--- src/rtl/ifft_pkg.sv ---
// Shared constants, complex sample type and index helpers for the IFFT output reorder stage.
package ifft_pkg;

    localparam int DW   = 29;
    localparam int LOGN = 5;
    localparam int N    = 1 << LOGN;

    typedef logic [LOGN-1:0] idx_t;

    typedef struct packed {
        logic signed [DW-1:0] re;
        logic signed [DW-1:0] im;
    } cplx_t;

    typedef enum logic {
        S_IDLE,
        S_READ
    } rd_state_t;

    function automatic idx_t bitrev(input idx_t a);
        idx_t r;
        r = '0;
        for (int i = 0; i < LOGN; i++) begin
            r[i] = a[LOGN-1-i];
        end
        return r;
    endfunction

endpackage

--- src/rtl/ifft_bitrev_reorder_if.sv ---
// Sample stream bundle: bit-reversed input side and natural-order output side.
interface ifft_bitrev_reorder_if;
    import ifft_pkg::*;

    logic                 in_valid;
    logic signed [DW-1:0] dir;
    logic signed [DW-1:0] dii;
    logic                 out_valid;
    logic                 out_last;
    idx_t                 out_idx;
    logic signed [DW-1:0] dor;
    logic signed [DW-1:0] doi;

    modport master (
        output in_valid, dir, dii,
        input  out_valid, out_last, out_idx, dor, doi
    );

    modport slave (
        input  in_valid, dir, dii,
        output out_valid, out_last, out_idx, dor, doi
    );

endinterface

--- src/rtl/ifft_bitrev_ram.sv ---
// Ping-pong pair of N-entry complex banks: one synchronous write port, one asynchronous read port.
module ifft_bitrev_ram
    import ifft_pkg::*;
(
    input  logic  clk,
    input  logic  i_we,
    input  logic  i_wbank,
    input  idx_t  i_waddr,
    input  cplx_t i_wdata,
    input  logic  i_rbank,
    input  idx_t  i_raddr,
    output cplx_t o_rdata
);

    cplx_t r_mem [2][N];

    always_ff @(posedge clk) begin
        if (i_we) begin
            r_mem[i_wbank][i_waddr] <= i_wdata;
        end
    end

    assign o_rdata = r_mem[i_rbank][i_raddr];

endmodule

--- src/rtl/ifft_bitrev_reorder.sv ---
// Reorders bit-reversed IFFT frames into natural order through ping-pong banks.
// Optional 1/N output normalisation with round-half-up when IFFT_SCALE_EN is defined.
module ifft_bitrev_reorder
    import ifft_pkg::*;
(
    input  logic                  clk,
    input  logic                  rst,
    ifft_bitrev_reorder_if.slave  bus
);

    localparam idx_t LAST_IDX = idx_t'(N - 1);

    function automatic logic signed [DW-1:0] out_scale(input logic signed [DW-1:0] x);
`ifdef IFFT_SCALE_EN
        localparam logic signed [DW:0] SAT_MAX = (DW+1)'((64'sd1 <<< (DW - 1)) - 64'sd1);
        logic signed [DW:0] w_sum;
        logic signed [DW:0] w_shr;
        w_sum = {x[DW-1], x} + (DW+1)'(16);
        w_shr = w_sum >>> LOGN;
        if (w_shr > SAT_MAX) begin
            return SAT_MAX[DW-1:0];
        end
        return w_shr[DW-1:0];
`else
        return x;
`endif
    endfunction

    idx_t                 r_wcnt;
    logic                 r_wbank;
    logic                 r_frame_ready;
    logic                 r_ready_bank;

    rd_state_t            r_state;
    idx_t                 r_rcnt;
    logic                 r_rbank;

    logic                 r_out_valid;
    logic                 r_out_last;
    idx_t                 r_out_idx;
    logic signed [DW-1:0] r_dor;
    logic signed [DW-1:0] r_doi;

    cplx_t                w_wdata;
    cplx_t                w_rd_data;
    logic                 w_present;
    logic                 w_rd_bank;
    idx_t                 w_rd_addr;

    assign w_wdata = '{re: bus.dir, im: bus.dii};

    ifft_bitrev_ram u_ram (
        .clk     (clk),
        .i_we    (bus.in_valid),
        .i_wbank (r_wbank),
        .i_waddr (bitrev(r_wcnt)),
        .i_wdata (w_wdata),
        .i_rbank (w_rd_bank),
        .i_raddr (w_rd_addr),
        .o_rdata (w_rd_data)
    );

    // r_frame_ready is a one-cycle pulse following the edge that stored sample 31.
    always_ff @(posedge clk or posedge rst) begin
        if (rst) begin
            r_wcnt        <= '0;
            r_wbank       <= 1'b0;
            r_frame_ready <= 1'b0;
            r_ready_bank  <= 1'b0;
        end else begin
            r_frame_ready <= 1'b0;
            if (bus.in_valid) begin
                r_wcnt <= r_wcnt + 1'b1;
                if (r_wcnt == LAST_IDX) begin
                    r_wbank       <= ~r_wbank;
                    r_frame_ready <= 1'b1;
                    r_ready_bank  <= r_wbank;
                end
            end
        end
    end

    // Starting from IDLE presents index 0 straight away so a frame appears one edge after it completes.
    always_comb begin
        w_present = 1'b0;
        w_rd_bank = r_rbank;
        w_rd_addr = r_rcnt;
        if (r_state == S_READ) begin
            w_present = 1'b1;
        end else if (r_frame_ready) begin
            w_present = 1'b1;
            w_rd_bank = r_ready_bank;
            w_rd_addr = '0;
        end
    end

    always_ff @(posedge clk or posedge rst) begin
        if (rst) begin
            r_state     <= S_IDLE;
            r_rcnt      <= '0;
            r_rbank     <= 1'b0;
            r_out_valid <= 1'b0;
            r_out_last  <= 1'b0;
            r_out_idx   <= '0;
            r_dor       <= '0;
            r_doi       <= '0;
        end else begin
            r_out_valid <= w_present;
            r_out_last  <= w_present && (w_rd_addr == LAST_IDX);
            if (w_present) begin
                r_out_idx <= w_rd_addr;
                r_dor     <= out_scale(w_rd_data.re);
                r_doi     <= out_scale(w_rd_data.im);
            end
            case (r_state)
                S_IDLE: begin
                    if (r_frame_ready) begin
                        r_state <= S_READ;
                        r_rbank <= r_ready_bank;
                        r_rcnt  <= idx_t'(1);
                    end
                end
                S_READ: begin
                    if (r_rcnt == LAST_IDX) begin
                        r_rcnt <= '0;
                        if (r_frame_ready) begin
                            r_rbank <= r_ready_bank;
                        end else begin
                            r_state <= S_IDLE;
                        end
                    end else begin
                        r_rcnt <= r_rcnt + 1'b1;
                    end
                end
                default: r_state <= S_IDLE;
            endcase
        end
    end

    assign bus.out_valid = r_out_valid;
    assign bus.out_last  = r_out_last;
    assign bus.out_idx   = r_out_idx;
    assign bus.dor       = r_dor;
    assign bus.doi       = r_doi;

endmodule

--- src/flat_wrapper.sv ---
// flat-port wrapper written by rule: the top's interface ports become plain ports
module ifft_bitrev_reorder_flat import ifft_pkg::*;
  (clk, rst, bus_in_valid, bus_dir, bus_dii, bus_out_valid, bus_out_last, bus_out_idx, bus_dor, bus_doi);
  ifft_bitrev_reorder_if bus_i ();
  input  logic clk;
  input  logic rst;
  input wire logic [$bits(bus_i.in_valid)-1:0] bus_in_valid;
  input wire logic [$bits(bus_i.dir)-1:0] bus_dir;
  input wire logic [$bits(bus_i.dii)-1:0] bus_dii;
  output wire logic [$bits(bus_i.out_valid)-1:0] bus_out_valid;
  output wire logic [$bits(bus_i.out_last)-1:0] bus_out_last;
  output wire logic [$bits(bus_i.out_idx)-1:0] bus_out_idx;
  output wire logic [$bits(bus_i.dor)-1:0] bus_dor;
  output wire logic [$bits(bus_i.doi)-1:0] bus_doi;
  assign bus_i.in_valid = bus_in_valid;
  assign bus_i.dir = bus_dir;
  assign bus_i.dii = bus_dii;
  assign bus_out_valid = bus_i.out_valid;
  assign bus_out_last = bus_i.out_last;
  assign bus_out_idx = bus_i.out_idx;
  assign bus_dor = bus_i.dor;
  assign bus_doi = bus_i.doi;
  ifft_bitrev_reorder u_core (.clk(clk), .rst(rst), .bus(bus_i));
endmodule
--- config.mk ---
export PLATFORM = sky130hd
export DESIGN_NAME = ifft_bitrev_reorder_flat
export DESIGN_NICKNAME = d
export VERILOG_FILES = /design/src/rtl/ifft_pkg.sv /design/src/rtl/ifft_bitrev_reorder_if.sv /design/src/rtl/ifft_bitrev_ram.sv /design/src/rtl/ifft_bitrev_reorder.sv /design/src/flat_wrapper.sv
export SDC_FILE = /design/constraint.sdc
export NUM_CORES = 2
export LEC_CHECK = 0
export BUFFER_PORTS_ARGS = -buffer_cell sky130_fd_sc_hd__buf_2
export CAP_MARGIN = 30
export CORE_MARGIN = 5
export CORE_UTILIZATION = 30
export CTS_CLUSTER_DIAMETER = 80
export CTS_CLUSTER_SIZE = 30
export DETAILED_ROUTE_END_ITERATION = 6
export GPL_TIMING_DRIVEN = 0
export MAX_ROUTING_LAYER = met4
export PLACE_DENSITY = 0.4
export SYNTH_ARGS = -nofsm -noshare
export SYNTH_HDL_FRONTEND = slang
export SYNTH_SLANG_ARGS = --single-unit
--- constraint.sdc ---
create_clock -name clk -period 4.9 [get_ports clk]
set_clock_uncertainty 0.2 [all_clocks]
set_input_delay 0 -clock clk [delete_from_list [all_inputs] [get_ports clk]]
set_output_delay 0 -clock clk [all_outputs]
set_load 0.01 [all_outputs]
# Yosys cells after proc, flatten, opt, wreduce, memory -nomap -nowiden
# Memories as Yosys holds them, arrays and structs flattened.
# Index checks and enable logic that the tools add are counted.
# totals
register_bits	80
ram_bits	3712
inputBits	61
output_inout_bits	65
n_memories	1
# classes
add_sub_neg	2
n_lt_le_gt_ge	3
eq_ne	5
muxes	22
bitwise	4
n_reduce_logical	3
# mem_list
name	words	width	rd	rd_ports_with_merged_regs	write_ports	line_no	rtl
u_core.u_ram.r_mem	2	1856	1	0	1	ifft_bitrev_ram.sv:15	cplx_t r_mem [2][N];
# op_table
operator	count
1856-bit 2-to-1 mux	1
58-bit binary-select mux with 5-bit select	1
58-bit demux with 5-bit select	1
58-bit 2-to-1 mux	3
5-bit 2-to-1 mux	4
5-bit == test (second input constant)	3
6-bit >= comparator (second input constant)	2
5-bit NOT with 6-bit output	2
5-bit by 1-bit adder with 5-bit output (second input constant)	2
5-bit case mux with 2 select lines	1
1-bit 2-to-1 mux	9
6-bit by 1-bit less-than comparator with 1-bit output (second input constant)	1
1-bit case mux with 2 select lines	2
1-bit logical AND	2
2-bit by 1-bit inequality test with 1-bit output (second input constant)	1
2-bit inequality test (second input constant)	1
1-bit NOT	2
2-bit AND reduction	1

# Logic depth before layout (Yosys ltp)
# depth
depth_word	6
mapped_depth	14
depth_no_buf	8

# Cells and area by module
# Synthesis repeated with hierarchy kept, for this count alone.
# hier_totals
cells_unflattened	6043
hier_area_um2	143829.2
# modules_own_cells
module	n_inst	cells_per_inst	area_per_inst_um2	seq_area_each_um2
ifft_bitrev_ram	1	5846	140504.8	111466.9
ifft_bitrev_reorder	1	197	3324.4	2001.9

# Least setup slack after synthesis
# Ideal clock, no wire load.
# synth_path
kind	flip-flop to flip-flop
from	reg u_core.r_wbank
to	mem u_core.u_ram.r_mem[1][1102] (netlist name) (enable)
arrival_ps	3624
t_required_ps	4226
path_slack_ps	601
path_stages_with_launch	5
synth_period_minus_slack_ps	4299
cell_sequence	dfrtp_1 -> clkbuf_1 -> or3b_2 -> clkbuf_1 -> nor2_1
# synth_rtl
item	line_no	rtl
start, declared	ifft_bitrev_reorder.sv:30	logic r_wbank;
start signal, assigned	ifft_bitrev_reorder.sv:75	r_wbank <= ~r_wbank;
end, declared	ifft_bitrev_ram.sv:15	
# Straight into the memory's write port.

# Worst setup path in the final report
# layout_path
from	reg u_core.r_state
to	reg u_core.r_doi[2] (netlist: u_core.bus.doi[2])
# layout_via
elab_chain_cells	5
# layout_lines
item	line_no	rtl
start, declared	ifft_bitrev_reorder.sv:34	rd_state_t r_state;
start signal, assigned	ifft_bitrev_reorder.sv:99	r_state <= S_IDLE;
start signal, assigned	ifft_bitrev_reorder.sv:118	r_state <= S_READ;
start signal, assigned	ifft_bitrev_reorder.sv:129	r_state <= S_IDLE;
1-bit 2-to-1 mux / 5-bit 2-to-1 mux (equally long branches)	ifft_bitrev_reorder.sv:88	if (r_state == S_READ) begin
memory 2 x 1856 bit / 5-bit NOT with 6-bit output (equally long branches)	--	
58-bit binary-select mux with 5-bit select	ifft_bitrev_ram.sv:23	assign o_rdata = r_mem[i_rbank][i_raddr];
58-bit 2-to-1 mux (not written as such) (2 in a row)	ifft_bitrev_ram.sv:23	
end signal, assigned	ifft_bitrev_reorder.sv:113	r_doi <= out_scale(w_rd_data.im);
end, declared	ifft_bitrev_reorder.sv:42	logic signed [DW-1:0] r_doi;
# Parallel ways exist; a longest one is shown, timed or not. The select of a mux whose other input is x is not followed.
# A chain may end at the register's enable or synchronous reset.

==> results.json <==
{
  "io_pins": 126,
  "clk_path_buf_depth": 4,
  "synth-seq-cells": 3792,
  "crit_fanout": 10,
  "synth.distinct_cells": 66,
  "path_buf_inv": 6,
  "hold_class": "primary input to flop",
  "setup_slack_ns": -0.267,
  "intPower_w": 0.0526,
  "cts_max_level": 4,
  "placed_cell_area_sq_um": 166000,
  "grt_first_pass_wirelength_mm": 910,
  "tns_ns": -4.92,
  "drt_iter0_drc": 16028,
  "p_clk_share_pct": 23.2,
  "wl_met2_mm": 315,
  "relSlewSlack_pct": 12.6,
  "clk_pin_slew_ns": 0.11,
  "first_pass_iters": 7,
  "nNetsFinal": 9048,
  "post-route-util_pct": 35.8,
  "worstSetupPathType": "flop to flop",
  "wl_met1_mm": 282,
  "power.density_nw_per_um2": 496,
  "worst_slew_pin_slew_ns": 1.30,
  "drt_wl_total_mm": 720,
  "cts_root_buf": "clkbuf_16",
  "synth_area_per_cell_sq_um": 18.3,
  "io_buffers": 125,
  "hold_viol_final": 0,
  "synth_edf_count": 3712,
  "yosysSeqAreaShare_pct": 77.3,
  "insertion_delay_ns": 1.04,
  "wl_per_cell_microns": 46.0,
  "status": "complete, but fails checks",
  "cp_slowest_cell": "o32ai_1",
  "synth_ff_type": "edfxtp_1",
  "yosys_warnings": 0,
  "antenna_left": 0,
  "clock_sinks": 3792,
  "maxCapViolCount": 0,
  "synth_fp_nets": 8082,
  "globalplace.congestion": 0.952,
  "grt_pass1_vias": 85295,
  "numCtsBuffers": 188,
  "fin_hold_ws_ns": 0.103,
  "violations": "design-rule violations, negative setup slack",
  "route.vias.total": 91565,
  "core_area_sq_um": 487000,
  "cp.arrival_ns": 5.80,
  "die_height_microns": 709,
  "crit_family": "buffers and inverters",
  "finalCriticalPeriod_ns": 5.17,
  "swShare_pct": 39.2,
  "finalCritPeriodShare_pct": 105,
  "maxClockFrequency_ghz": 0.194,
  "cp_cell_sequence": "buf_2 -> nand2b_1 -> buf_2 -> nand2_1 -> buf_16 -> clkbuf_1 -> clkbuf_1 -> clkbuf_4 -> a211oi_1 -> o32ai_1 -> o31ai_1",
  "die_w_microns": 709,
  "dieArea_sq_um": 503000,
  "worstSetupEndpointType": "flop",
  "synth_area_leaders": "edfxtp_1 76%, mux4_2 7.0%, mux2i_1 2.7%",
  "syn_area_sq_um": 147000,
  "drive_above_1_share_pct": 22.1,
  "startpoint_type": "flop",
  "synthArstFlopShare_pct": 2.11,
  "postLayoutCellArea_sq_um": 174000,
  "hpwl_mm": 532,
  "cp.required_ns": 5.53,
  "fp-row-count": 256,
  "peakVddDrop_mv": 0.293,
  "drv_slew": 0,
  "grt_usage_pct": 28.7,
  "cts_tree": "built",
  "antenna_found_initial": 123,
  "grt_max_degree": 65,
  "initial_core_util_pct": 30.1,
  "wl_met3_mm": 78.0,
  "overflow": 0,
  "drc": 3,
  "synth_top_area_share_pct": 76.0,
  "cellLeakagePower_nw": 53.9,
  "syn_inst": 8012,
  "setup_violations": 45,
  "p_comb_share_pct": 33.3,
  "p_sw_w": 0.0339,
  "top_layer_used": "met4",
  "synth_top_area_cell": "edfxtp_1",
  "seq_power_share_pct": 43.6,
  "post_cts_buffers": 0,
  "slowest_delay_ns": 0.70,
  "viasPerCell": 5.85,
  "layout_common_cells": "3712 x edfxtp_1, 792 x nand2_1, 455 x mux4_2",
  "area_delta_synth_final_pct": 18.9,
  "layout_commonest_cell": "edfxtp_1"
}
## power by group through the flow
| stage | registers (W) | logic [W] | clock network [W] |
|---|---|---|---|
| after CTS | 0.0377 | 0.0277 | 0.0203 |
| after floorplan | 0.0382 | 0.00983 | 0 |
| after global routing | 0.0377 | 0.0285 | 0.0214 |
| after global placement | 0.0388 | 0.0248 | 0 |
| after detailed placement | 0.0384 | 0.0274 | 0 |
| final | 0.0377 | 0.0288 | 0.0200 |
## cells by family after synthesis
group	Yosys count	share of synthesized area, %
compound gates	1363	6.15
simple gates	1327	3.90
fa+ha+maj	9	0.0768
flops	3792	77.3
mux	1006	10.9
buf+inv	511	1.63
xor+xnor	4	0.0239
## cell type report
class	count	area, sq um
clock buffers	203	4850
diodes	83	208
clock inverters	135	1610
repair buffers	780	12000
inverters	9	42.5
fillers	45540	312000
plain buffers	498	2680
well taps	6450	8070
multi-input cells	3709	31600
flip-flops and latches	3792	113000
## cells in the mapped netlist (20+ instances only)
cell type     n
edfxtp_1   3712
nand2_1     795
mux4_2      455
mux2i_1     393
o21ai_0     269
clkbuf_1    236
a21oi_1     232
a31oi_1     183
a211oi_1    181
buf_2       174
nand3_1     166
mux2_2      157
nor2_1      130
dfrtp_1      80
o22ai_1      72
nor3_1       66
a22oi_1      60
a311oi_1     56
a221oi_1     54
buf_1        47
nor2b_1      43
nor4_1       33
a22o_1       32
a211o_1      31
and3_1       31
o211ai_1     30
buf_4        24
o31ai_1      24
buf_6        20
o21bai_1     20
## sequential cells by signal, summed over array words and instances (netlist names)
signal and count:
u_core.bus.out_idx 5, u_core.r_rcnt 5, u_core.bus.out_valid 1, u_core.r_wcnt 5, u_core.r_wbank 1, u_core.r_state 1
u_core.bus.dor 29, u_core.bus.out_last 1, u_core.r_rbank 1, u_core.bus.doi 29, u_core.u_ram.r_mem 3712, u_core.r_ready_bank 1
u_core.r_frame_ready 1
## layer usage
layer,global-route usage (%),up-vias
met3,7.37,1331
met5,-,-
met4,14.5,0
li1,-,34436
met1,37.1,49612
met2,41.9,6186
## final timing paths
path,from,end,slack (ns),depth (start not counted)
setup reg to reg,u_core.r_state$_DFF_PP0_,u_core.bus.doi[2]$_DFFE_PP0P_,-0.27,11
hold reg to reg,u_core.r_wcnt[0]$_DFFE_PP0P_,u_core.r_wcnt[0]$_DFFE_PP0P_,0.40,1
setup / recovery,u_core.r_state$_DFF_PP0_,u_core.bus.doi[2]$_DFFE_PP0P_,-0.27,11
hold / removal,bus_in_valid,u_core.r_wcnt[2]$_DFFE_PP0P_,0.10,4
max in group asynchronous,rst,u_core.bus.doi[20]$_DFFE_PP0P_,3.09,6
min in group asynchronous,rst,u_core.bus.doi[14]$_DFFE_PP0P_,0.48,5
## tightest hold or removal path, stage by stage
cell and delay [ns]:
dlygate4sd3_1 0.66, buf_2 0.21, clkbuf_1 0.24, a21oi_1 0.19
## what timing repair did
action | CTS | global route
hold buffers | 156 | 2
pin swaps | 0 | 0
setup endpoints to repair | 54 | 31
gates resized for setup | 77 | 63
endpoints found under the hold margin | 3801 | 54
## metrics by stage
| stage | total power, W | setup slack (ns) | std cells |
|---|---|---|---|
| after detailed placement | 0.0659 | -1.43 | 15068 |
| after floorplan | 0.0480 | 0.601 | 8012 |
| after global placement | 0.0636 | -6.15 | 14587 |
| final | 0.0865 | -0.267 | 15659 |
| after global routing | 0.0877 | -0.0986 | 15631 |
| after CTS | 0.0857 | -0.145 | 15560 |
Power figures use the tool's default switching activity.
